File: config.mk
export PLATFORM = sky130hd
export DESIGN_NAME = qed_dup_fetch
export DESIGN_NICKNAME = d
export VERILOG_FILES = /design/src/rtl/qed_pkg.sv /design/src/rtl/qed_reg_remap.sv /design/src/rtl/qed_dup_fetch.sv
export SDC_FILE = /design/constraint.sdc
export NUM_CORES = 1
export LEC_CHECK = 0
export ABC_AREA = 1
export BUFFER_PORTS_ARGS = -buffer_cell sky130_fd_sc_hd__buf_2
export CAP_MARGIN = 25
export CORE_MARGIN = 3
export CORE_UTILIZATION = 54
export DETAILED_ROUTE_END_ITERATION = 8
export HOLD_SLACK_MARGIN = 0.08
export PLACE_DENSITY = 0.71
export SYNTH_ARGS = -nofsm -noshare
export SYNTH_HDL_FRONTEND = slang
export SYNTH_SLANG_ARGS = --single-unit
File: constraint.sdc
create_clock -name clk -period 39.3 [get_ports clk]
set_clock_uncertainty 0.1 [all_clocks]
set_input_delay 11.79 -clock clk [delete_from_list [all_inputs] [get_ports clk]]
set_output_delay 11.79 -clock clk [all_outputs]
set_load 0.005 [all_outputs]
File: src/rtl/qed_pkg.sv
// Shared constants for the SQED duplicate-fetch stage: supported opcodes,
// the canonical NOP, cache depth and the duplicate register offset.
package qed_pkg;

  localparam logic [6:0] OPC_OP     = 7'b0110011;
  localparam logic [6:0] OPC_OP_IMM = 7'b0010011;
  localparam logic [6:0] OPC_LOAD   = 7'b0000011;
  localparam logic [6:0] OPC_STORE  = 7'b0100011;
  localparam logic [6:0] OPC_LUI    = 7'b0110111;

  localparam logic [31:0] QED_NOP     = 32'h00000013;
  localparam int          QED_DEPTH   = 16;
  localparam int          QED_DUP_OFS = 16;

  function automatic logic qed_supported(input logic [6:0] opc);
    return (opc == OPC_OP) || (opc == OPC_OP_IMM) || (opc == OPC_LOAD) ||
           (opc == OPC_STORE) || (opc == OPC_LUI);
  endfunction

endpackage

File: src/rtl/qed_reg_remap.sv
// Combinational remap of an instruction's register fields into the upper
// half of the register file; which fields move depends on the opcode.
module qed_reg_remap
  import qed_pkg::*;
#(
  parameter int XLEN = 32
) (
  input  logic [XLEN-1:0] i_instr,
  output logic [XLEN-1:0] o_instr
);

  logic [6:0] w_opc;
  logic       w_rd_en;
  logic       w_rs1_en;
  logic       w_rs2_en;

  // x0 stays x0 so hard-wired zero semantics are identical in both copies
  function automatic logic [4:0] dup_idx(input logic [4:0] idx);
    return (idx == 5'd0) ? idx : (idx | 5'(QED_DUP_OFS));
  endfunction

  always_comb begin
    w_opc    = i_instr[6:0];
    w_rd_en  = (w_opc == OPC_OP) || (w_opc == OPC_OP_IMM) ||
               (w_opc == OPC_LOAD) || (w_opc == OPC_LUI);
    w_rs1_en = (w_opc == OPC_OP) || (w_opc == OPC_OP_IMM) ||
               (w_opc == OPC_LOAD) || (w_opc == OPC_STORE);
    w_rs2_en = (w_opc == OPC_OP) || (w_opc == OPC_STORE);
    o_instr  = i_instr;
    if (w_rd_en)  o_instr[11:7]  = dup_idx(i_instr[11:7]);
    if (w_rs1_en) o_instr[19:15] = dup_idx(i_instr[19:15]);
    if (w_rs2_en) o_instr[24:20] = dup_idx(i_instr[24:20]);
  end

endmodule

File: src/rtl/qed_dup_fetch.sv
// SQED fetch stage: records original instructions into a small cache and
// replays them register-remapped in duplicate mode for consistency checking.
module qed_dup_fetch
  import qed_pkg::*;
#(
  parameter int DEPTH  = QED_DEPTH,
  parameter int ADDR_W = 4,
  parameter int XLEN   = 32
) (
  input  logic              clk,
  input  logic              rst,
  input  logic              exec_dup,
  input  logic              seq_clear,
  input  logic [XLEN-1:0]   ifu_instr,
  input  logic              ifu_valid,
  input  logic              stall,
  output logic [XLEN-1:0]   qed_instr,
  output logic              qed_vld_out,
  output logic              qed_is_dup,
  output logic [ADDR_W:0]   qed_num_orig,
  output logic [ADDR_W:0]   qed_num_dup,
  output logic              qed_check_valid
);

  localparam logic [ADDR_W:0] FULL = (ADDR_W + 1)'(DEPTH);

  logic [XLEN-1:0]   r_cache [DEPTH];
  logic [ADDR_W-1:0] r_head;
  logic [ADDR_W-1:0] r_tail;
  logic [ADDR_W:0]   r_num_orig;
  logic [ADDR_W:0]   r_num_dup;
  logic [XLEN-1:0]   r_instr;
  logic              r_vld;
  logic              r_is_dup;
  logic              r_check;

  logic [XLEN-1:0]   w_dup_instr;
  logic              w_go;
  logic              w_record;
  logic              w_issue;
  logic [ADDR_W:0]   w_orig_nxt;
  logic [ADDR_W:0]   w_dup_nxt;

  qed_reg_remap #(.XLEN(XLEN)) u_remap (
    .i_instr (r_cache[r_head]),
    .o_instr (w_dup_instr)
  );

  // seq_clear wins over any record or issue in the same accepted cycle
  always_comb begin
    w_go       = !stall && !seq_clear;
    w_record   = w_go && !exec_dup && ifu_valid &&
                 qed_supported(ifu_instr[6:0]) && (r_num_orig != FULL);
    w_issue    = w_go && exec_dup && (r_num_dup != r_num_orig);
    w_orig_nxt = r_num_orig + {{ADDR_W{1'b0}}, w_record};
    w_dup_nxt  = r_num_dup + {{ADDR_W{1'b0}}, w_issue};
  end

  always_ff @(posedge clk or posedge rst) begin
    if (rst) begin
      for (int i = 0; i < DEPTH; i++) r_cache[i] <= '0;
    end else if (w_record) begin
      r_cache[r_tail] <= ifu_instr;
    end
  end

  always_ff @(posedge clk or posedge rst) begin
    if (rst) begin
      r_head     <= '0;
      r_tail     <= '0;
      r_num_orig <= '0;
      r_num_dup  <= '0;
      r_instr    <= '0;
      r_vld      <= 1'b0;
      r_is_dup   <= 1'b0;
      r_check    <= 1'b0;
    end else if (!stall) begin
      if (seq_clear) begin
        r_head     <= '0;
        r_tail     <= '0;
        r_num_orig <= '0;
        r_num_dup  <= '0;
        r_vld      <= 1'b0;
        r_is_dup   <= 1'b0;
        r_check    <= 1'b0;
      end else begin
        if (w_record) r_tail <= r_tail + 1'b1;
        if (w_issue)  r_head <= r_head + 1'b1;
        r_num_orig <= w_orig_nxt;
        r_num_dup  <= w_dup_nxt;
        r_check    <= r_check || ((w_orig_nxt == w_dup_nxt) && (w_orig_nxt != '0));
        if (exec_dup) begin
          r_vld    <= 1'b1;
          r_is_dup <= w_issue;
          r_instr  <= w_issue ? w_dup_instr : XLEN'(QED_NOP);
        end else if (ifu_valid) begin
          r_vld    <= 1'b1;
          r_is_dup <= 1'b0;
          r_instr  <= w_record ? ifu_instr : XLEN'(QED_NOP);
        end else begin
          r_vld    <= 1'b0;
          r_is_dup <= 1'b0;
        end
      end
    end
  end

  assign qed_instr       = r_instr;
  assign qed_vld_out     = r_vld;
  assign qed_is_dup      = r_is_dup;
  assign qed_num_orig    = r_num_orig;
  assign qed_num_dup     = r_num_dup;
  assign qed_check_valid = r_check;

endmodule

* Yosys cells after proc, flatten, opt, wreduce, memory -nomap -nowiden
Cells that the tools add are included.
** Operators by class
- Add/subtract/negate cells :: 4
- Multiply operators :: 0
- Divide/modulo/power cells :: 0
- Order comparisons :: 3
- Equality and inequality tests :: 13
- Shifts and indexed selects :: 0
- Muxes and demuxes :: 28
- Bitwise gates (word level) :: 4
- Reduce and logical (&&, ||, !) cells :: 32
** Operators by type and width (count)
- $bwmux W512 :: 1
- $mux W32 :: 7
- $bmux W32 S4 :: 1
- $demux W32 S4 :: 1
- $eq A7 B6 Y1 const B :: 6
- $mux W5 :: 8
- $mux W4 :: 4
- $logic_not A5 Y1 :: 3
- $eq A7 B2 Y1 const B :: 2
- $eq A7 B5 Y1 const B :: 2
- $add A5 B1 Y5 :: 2
- $ge A5 B5 Y1 const B :: 2
- $logic_or A1 B1 Y1 :: 10
- $not A4 Y5 :: 2
- $logic_and A1 B1 Y1 :: 9
- $add A4 B1 Y4 const B :: 2
- $mux W1 :: 6
- $reduce_bool A2 Y1 :: 3
- $eq A5 B5 Y1 :: 1
- $lt A5 B1 Y1 const B :: 1
- $ne A5 B5 Y1 :: 1
- $ne A5 B5 Y1 const B :: 1
- $reduce_bool A5 Y1 :: 1
- $reduce_and A2 Y1 :: 2
- other kinds (3) :: 6
** Word-level totals
- Register bits after elaboration :: 565
- Latch bits :: 0
- Memory bits (writable) :: 0
- Memory bits (read-only) :: 0
- Output and inout port bits :: 45
- Word-level logic and storage cells :: 108
- Memories :: 0

* Logic depth before layout (Yosys ltp)
Gate-level depths: netlist of run 1.
- Depth after elaboration :: 12
- Gate-level depth with buffers :: 15
- Mapped depth without buffers :: 14

* Hierarchy
From an unflattened synthesis of run 1, not the netlist that was laid out.
** Unflattened totals
- Cells, all modules :: 3627
- Area total of the unflattened synthesis :: 28393.5 um^2
** Modules (own cells, without submodules)
- qed_dup_fetch :: instances 1, cells each 3574, area an instance 28065.7 um^2, seq. area each 14138.6 um^2
- qed_reg_remap :: instances 1, cells each 53, area an instance 327.8 um^2, seq. area each 0.0 um^2

* Least setup slack after synthesis of run 1
No wires, ideal clock.
- Path kind :: input-to-reg
- From :: in stall
- To :: reg r_check (netlist: qed_check_valid)
- Library setup time :: 119 ps
- Arrival :: 13732 ps
- Required time :: 39081 ps
- Path slack :: 25349 ps
- Stages :: 15
- Cells stage by stage :: buf_4 -> nor2_8 -> inv_4 -> nor4_2 -> nand2_1 -> inv_2 -> buf_8 -> ha_1 -> ha_1 -> xnor2_1 -> nand4_1 -> nand3_1 -> o21ai_0 -> a21oi_1 -> nor2_1
** On the way
- Longest elaborated chain between the ends :: 11
- Elaborated cells on any way between the ends :: 15
- Classes of those cells :: 2 x add/sub; 1 x eq/ne; 1 x mux; 11 x reduce/logical
** RTL lines
- from (decl) :: RTL line qed_dup_fetch.sv:16 : input logic stall,
- $logic_not A1 Y1
- $logic_and A1 B1 Y1 :: RTL line qed_dup_fetch.sv:51 : w_go = !stall && !seq_clear;
- $logic_and A1 B1 Y1 (3 in series) :: RTL line qed_dup_fetch.sv:52 : w_record = w_go && !exec_dup && ifu_valid &&
- $logic_and A1 B1 Y1 :: RTL line qed_dup_fetch.sv:53 : qed_supported(ifu_instr[6:0]) && (r_num_orig != FULL);
- $add A5 B1 Y5 :: RTL line qed_dup_fetch.sv:55 : w_orig_nxt = r_num_orig + {{ADDR_W{1'b0}}, w_record};
- $eq A5 B5 Y1 or $reduce_bool A5 Y1 (tied branches) :: RTL line qed_dup_fetch.sv:91 : r_check <= r_check || ((w_orig_nxt == w_dup_nxt) && (w_orig_nxt != '0));
- $logic_and A1 B1 Y1 :: RTL line qed_dup_fetch.sv:91
- $logic_or A1 B1 Y1 :: RTL line qed_dup_fetch.sv:91
- $mux W1 :: RTL line qed_dup_fetch.sv:78 : if (seq_clear) begin
- to (signal assigned) :: RTL line qed_dup_fetch.sv:91
- to (decl) :: RTL line qed_dup_fetch.sv:35 : logic r_check;
Parallel ways exist; a longest one is shown, timed or not.
A chain may end at the register's enable or synchronous reset.

* Final worst setup path of run 1
- From :: in stall
- To :: reg r_cache[474] (netlist bit)
** On the way
- Longest elaborated chain between the ends :: 6
** RTL lines
- $logic_not A1 Y1
- $logic_and A1 B1 Y1 :: RTL line qed_dup_fetch.sv:51
- $logic_and A1 B1 Y1 (3 in series) :: RTL line qed_dup_fetch.sv:52
- $logic_and A1 B1 Y1 :: RTL line qed_dup_fetch.sv:53
- to (signal, indexed assignment) :: RTL line qed_dup_fetch.sv:63 : r_cache[r_tail] <= ifu_instr;
- to (decl) :: RTL line qed_dup_fetch.sv:27 : logic [XLEN-1:0] r_cache [DEPTH];
No other way between the ends.

==> impl_metrics.toml, run 1 <==
[status]
outcome = "finished clean"

[grt]
grt_pass1_vias = 20500
grt-ovfl-total = 0
grt_util_all_layers = 0.282
grt_max_degree = 153
grt_first_pass_wirelength_um = 113000
antenna_found_initial = 0

[routing]
wl_per_cell_um = 19.1
met1Wirelength_um = 31600
top_layer = "met4"
postRouteAntennaNets = 0
drc = 0
drt_pass1_iterations = 6
vias = 21700
drt_iter0_markers = 2646
finalWirelength_um = 70900
route.met2.wl_um = 31300
wl_met3_um = 6360
vias_per_cell = 5.85

[clock_tree]
clock_latency_ns = 0.62
post_cts_resize_count = 0
cts_htree_levels = 2
clock-sinks = 565
hold_buffers = 0
cts_made_buffers = 57
clockRootBuffer = "clkbuf_16"
cts_buffer_depth = 3
path_clk_slew_ns = 0.06
cts_setup_buffers = 0
cts_tree = "done"

[pwr]
peakVddDrop_mv = 0.0288
power_leakage_nw = 13.2
power_density_nw_per_um2 = 41.6

[logic_synthesis]
syn_inst = 3116
ys_types = 33
syn_nets = 3163
syn_area_um2 = 25600
syn_area_per_cell_um2 = 8.23
synth_ff_type = "dfrtp_1"
synth-edff-count = 0
yosysTopAreaCell = "dfrtp_1"
ys_ff_latch = 565
synth_area_leaders = "dfrtp_1, nand2_1, o21ai_1"
yosysTopAreaCellShare = 0.551
yosysWarnings = 0
synthArstFlopShare = 1.00
yosysSeqAreaShare = 0.551

[cells_and_area]
drive_gt1_frac = 0.0823
fin_nets = 3099
antenna_cells = 0
final_cell_mix = "nand2_1, dfrtp_1, o21ai_1, nand3_1, o21ai_0"
post-route-cell-area_um2 = 28100
syn_to_final_growth_pct = 9.51
final_common_cell = "nand2_1"
final_core_util = 0.601
instances_no_fill = 3706

[placed_design]
dp_cells = 3594
gp_congestion = 0.845
io_buffer_count = 82
dpl_cell_area_um2 = 26000
hpwl_um = 38700

[worst_setup_path]
cp.required_ns = 39.68
startpoint = "stall"
crit_arrival_ns = 14.44
critPathKind = "primary input to flop"
crit_end = "r_cache[474]"
r2r_slack_ns = 35.40
reg2reg_from = "r_head[0]"
cp-end-kind = "flop"
crit_path_max_fanout = 39
timing.rr.end = "qed_instr[11]"
worst_setup_path_start_kind = "primary input"
reg2reg_depth = 17

[timing]
setup_tns_ns = 0
fmax_mhz = 71.1
finalCriticalPeriod_ns = 14.06
post-route-period-util = 0.358
final-setup-viol-count = 0
maxSlewHeadroom = 0.310
finalMaxSlewViolations = 0
rsz0062_at_grt = "no"
hold_viol_final = 0
tightest_slew_ns = 1.04

[die]
num_io_pins = 83
core_area_um2 = 46800
rows = 79
die-height_um = 224
start_util = 0.548
die-width_um = 224
dieArea_um2 = 50100

[hold_path]
hp-class = "flop to flop"
worstHoldStart = "r_cache[97]"
holdPathStages = 2

[run]
cap_violations = 0
-- cell type report --
| class | instances | area, um2 |
|---|---|---|
| well taps | 607 | 759 |
| flip-flops and latches | 565 | 14200 |
| multi-input cells | 2125 | 9780 |
| inverters | 187 | 719 |
| clock inverters | 11 | 113 |
| fillers | 4004 | 18700 |
| clock buffers | 95 | 1760 |
| repair buffers | 116 | 791 |
-- flip-flops by register name (all words and copies together) (netlist names) --
| name | count |
|---|---|
| qed_instr | 32 |
| r_tail | 4 |
| qed_num_orig | 5 |
| qed_num_dup | 5 |
| qed_check_valid | 1 |
| qed_vld_out | 1 |
| r_head | 4 |
| qed_is_dup | 1 |
| r_cache | 512 |
-- report_power, final --
group / total (mW) / switching (mW) / internal, mW
clock: 0.545 / 0.228 / 0.317
sequential: 0.586 / 0.00180 / 0.585
combinational: 0.0383 / 0.0306 / 0.00773
total: 1.17 / 0.260 / 0.909
-- through the flow --
| step | total power [mW] | hold WS, ns | setup slack [ns] |
|---|---|---|---|
| 2_1_floorplan | 0.621 | 0.322 | 11.61 |
| 3_3_place_gp | 0.634 | 0.333 | 24.71 |
| 3_5_place_dp | 0.635 | 0.338 | 24.65 |
| 4_1_cts | 1.18 | 0.354 | 25.29 |
| 5_1_grt | 1.20 | 0.363 | 25.03 |
| 6_report | 1.17 | 0.351 | 25.24 |
-- how the worst min path moves through the flow --
stage	end	slack, ns
6_report	r_cache[97]	0.35
5_1_grt	r_cache[97]	0.36
4_1_cts	r_cache[97]	0.35
3_5_place_dp	r_cache[160]	0.34
3_3_place_gp	r_cache[192]	0.33
2_1_floorplan	r_cache[288]	0.32
-- worst max-delay path, stage by stage --
cell,delay [ns]
buf_2,0.18
nor2_8,0.18
inv_4,0.08
nor4_2,0.27
nand2_1,0.14
inv_2,0.40
nand3_2,0.62
buf_4,0.54
nand2_1,0.13
o21ai_1,0.07
-- cell families after synthesis --
kind of cell	synth area share
fa+ha+maj	0.00439
xor+xnor	0.00410
compound gates	0.161
flops	0.551
buf+inv	0.0686
simple gates	0.210
-- cells in the mapped netlist (20+ instances only) --
cell and instances:
o211ai_1 48, dfrtp_1 565, inv_2 28, clkbuf_1 130
nor2_1 155, nand3_1 179, nand2_1 981, a22oi_1 20
a21oi_1 91, o21ai_0 163, inv_1 157, o21ai_1 407
buf_2 92
-- metal layers --
| metal | track usage | up-vias |
|---|---|---|
| met5 | 0 | - |
| met4 | 0.0914 | 0 |
| met3 | 0.0507 | 131 |
| met2 | 0.433 | 928 |
| met1 | 0.413 | 10500 |
| li1 | - | 10100 |
Power figures use the tool's default switching activity.
==> run 2: changes to the inputs <==
--- a/config.mk
+++ b/config.mk
@@ -12,7 +12,7 @@
 export CORE_UTILIZATION = 54
 export DETAILED_ROUTE_END_ITERATION = 8
 export HOLD_SLACK_MARGIN = 0.08
-export PLACE_DENSITY = 0.71
+export PLACE_DENSITY = 0.74
 export SYNTH_ARGS = -nofsm -noshare
 export SYNTH_HDL_FRONTEND = slang
 export SYNTH_SLANG_ARGS = --single-unit
==> constraint.sdc (replaced) <==
create_clock -name clk -period 11.9 [get_ports clk]
set_clock_uncertainty 0.1 [all_clocks]
set_input_delay 3.57 -clock clk [delete_from_list [all_inputs] [get_ports clk]]
set_output_delay 3.57 -clock clk [all_outputs]
set_load 0.005 [all_outputs]
==> impl_metrics.toml, run 2 (same netlist as run 1, synthesis figures left out) <==
[status]
outcome = "finished clean"

[die]
die-height_um = 224
dieArea_um2 = 50100
core_area_um2 = 46800
die-width_um = 224
num_io_pins = 83
rows = 79
start_util = 0.548

[placed_design]
io_buffer_count = 82
dpl_cell_area_um2 = 26100
hpwl_um = 38300
gp_congestion = 0.849

[grt]
grt_first_pass_wirelength_um = 114000
grt_max_degree = 192
grt_util_all_layers = 0.282
grt_pass1_vias = 20800
antenna_found_initial = 1
top_usage_layer = "met2"
grt_use_met3 = 0.0577
grt-ovfl-total = 0
grt.met2_usage = 0.427
grt_use_met1 = 0.412

[clock_tree]
cts_tree = "done"
clock-sinks = 565
clock_latency_ns = 0.61
cts_made_buffers = 55
path_clk_slew_ns = 0.06
cts_setup_buffers = 0
cts_htree_levels = 2
clockRootBuffer = "clkbuf_16"
post_cts_resize_count = 0
hold_buffers = 0
cts_buffer_depth = 3

[timing]
hold_viol_final = 0
tightest_slew_ns = 1.08
finalCriticalPeriod_ns = 5.79
setup_tns_ns = 0
rsz0062_at_grt = "no"
finalMaxSlewViolations = 0
final-setup-viol-count = 0
fmax_mhz = 173
post-route-period-util = 0.486
maxSlewHeadroom = 0.277

[worst_setup_path]
cp.required_ns = 12.25
crit_path_max_fanout = 48
worst_setup_path_start_kind = "primary input"
startpoint = "stall"
critPathKind = "primary input to flop"
cp-end-kind = "flop"
crit_arrival_ns = 6.14
reg2reg_from = "r_head[0]"

[cells_and_area]
drive_gt1_frac = 0.0785
antenna_cells = 0
largest-register = "r_cache"
multi_input_area_um2 = 9790
largest_register_ffs = 512
nFillCells = 3992
fin_nets = 3091
regArea_um2 = 14100
post-route-cell-area_um2 = 27900
final_cell_mix = "nand2_1, dfrtp_1, o21ai_1, nand3_1, o21ai_0"
syn_to_final_growth_pct = 8.75
final_common_cell = "nand2_1"
final_core_util = 0.596

[routing]
wl_per_cell_um = 19.0
vias_per_cell = 5.91
drt_pass1_iterations = 6
vias = 21800
finalWirelength_um = 70200
drt_iter0_markers = 3072
drc = 0
postRouteAntennaNets = 0

[pwr]
power_mw = 3.77
power_density_nw_per_um2 = 135
peakVddDrop_mv = 0.104
power_leakage_nw = 13.1

[run]
cap_violations = 0

[hold_path]
worstHoldStart = "r_cache[97]"
hp-class = "flop to flop"
[run 2: cell count changes in the layout (fill, tap and decap cells not counted), sizes merged]
cell	before	now
inv	188	185
clkinvlp	0	2
clkinv	8	7
clkbuf	95	88
bufinv	2	1
buf	116	110
[run 2: layout make-up]
class	instances	area share
Clock buffer	88	0.0604
Clock inverter	8	0.00242
Inverter	187	0.0257
Multi-Input combinational cell	2125	0.351
Sequential cell	565	0.507
Tap cell	607	0.0272
Timing Repair Buffer	110	0.0258
[run 2: worst paths after layout]
check	to	cells past startpoint	slack, ns
worst max-delay path	r_cache[58]	10	6.11
worst min-delay path	r_cache[97]	2	0.35
worst max register to register	qed_instr[11]	15	7.21
worst min register to register	r_cache[97]	2	0.35
max in group asynchronous	r_head[1]	4	6.54
min in group asynchronous	r_cache[412]	2	2.90
[run 2: metal layers]
layer  wire length (um)  vias to the layer above  part of all wire
li1                   -                    10000                 -
met1              30900                    10600              0.44
met2              31000                      982              0.44
met3               6510                      159             0.093
met4               1790                        2             0.025
met5                 13                        -           0.00019
[run 2: worst max-delay path, cell delays in order]
cell,delay [ns]
buf_2,0.19
nor2_8,0.19
inv_4,0.08
nor4_2,0.25
nand2_1,0.15
inv_2,0.41
nand3_2,0.48
buf_4,0.44
nand2_1,0.17
o21ai_0,0.11
[run 2: metrics by stage]
stage	setup WS, ns	std cells	hold slack, ns
2_1_floorplan	0.536	3116	0.322
3_3_place_gp	5.65	3591	0.334
3_5_place_dp	5.58	3591	0.338
4_1_cts	6.19	3687	0.353
5_1_grt	5.89	3690	0.369
6_report	6.11	3690	0.351
[run 2: where the power goes]
part / switching [mW] / internal [mW] / leakage, nW
sequential: 0.00585 / 1.93 / 7.71
combinational: 0.0997 / 0.0249 / 4.50
clock: 0.731 / 0.981 / 0.861
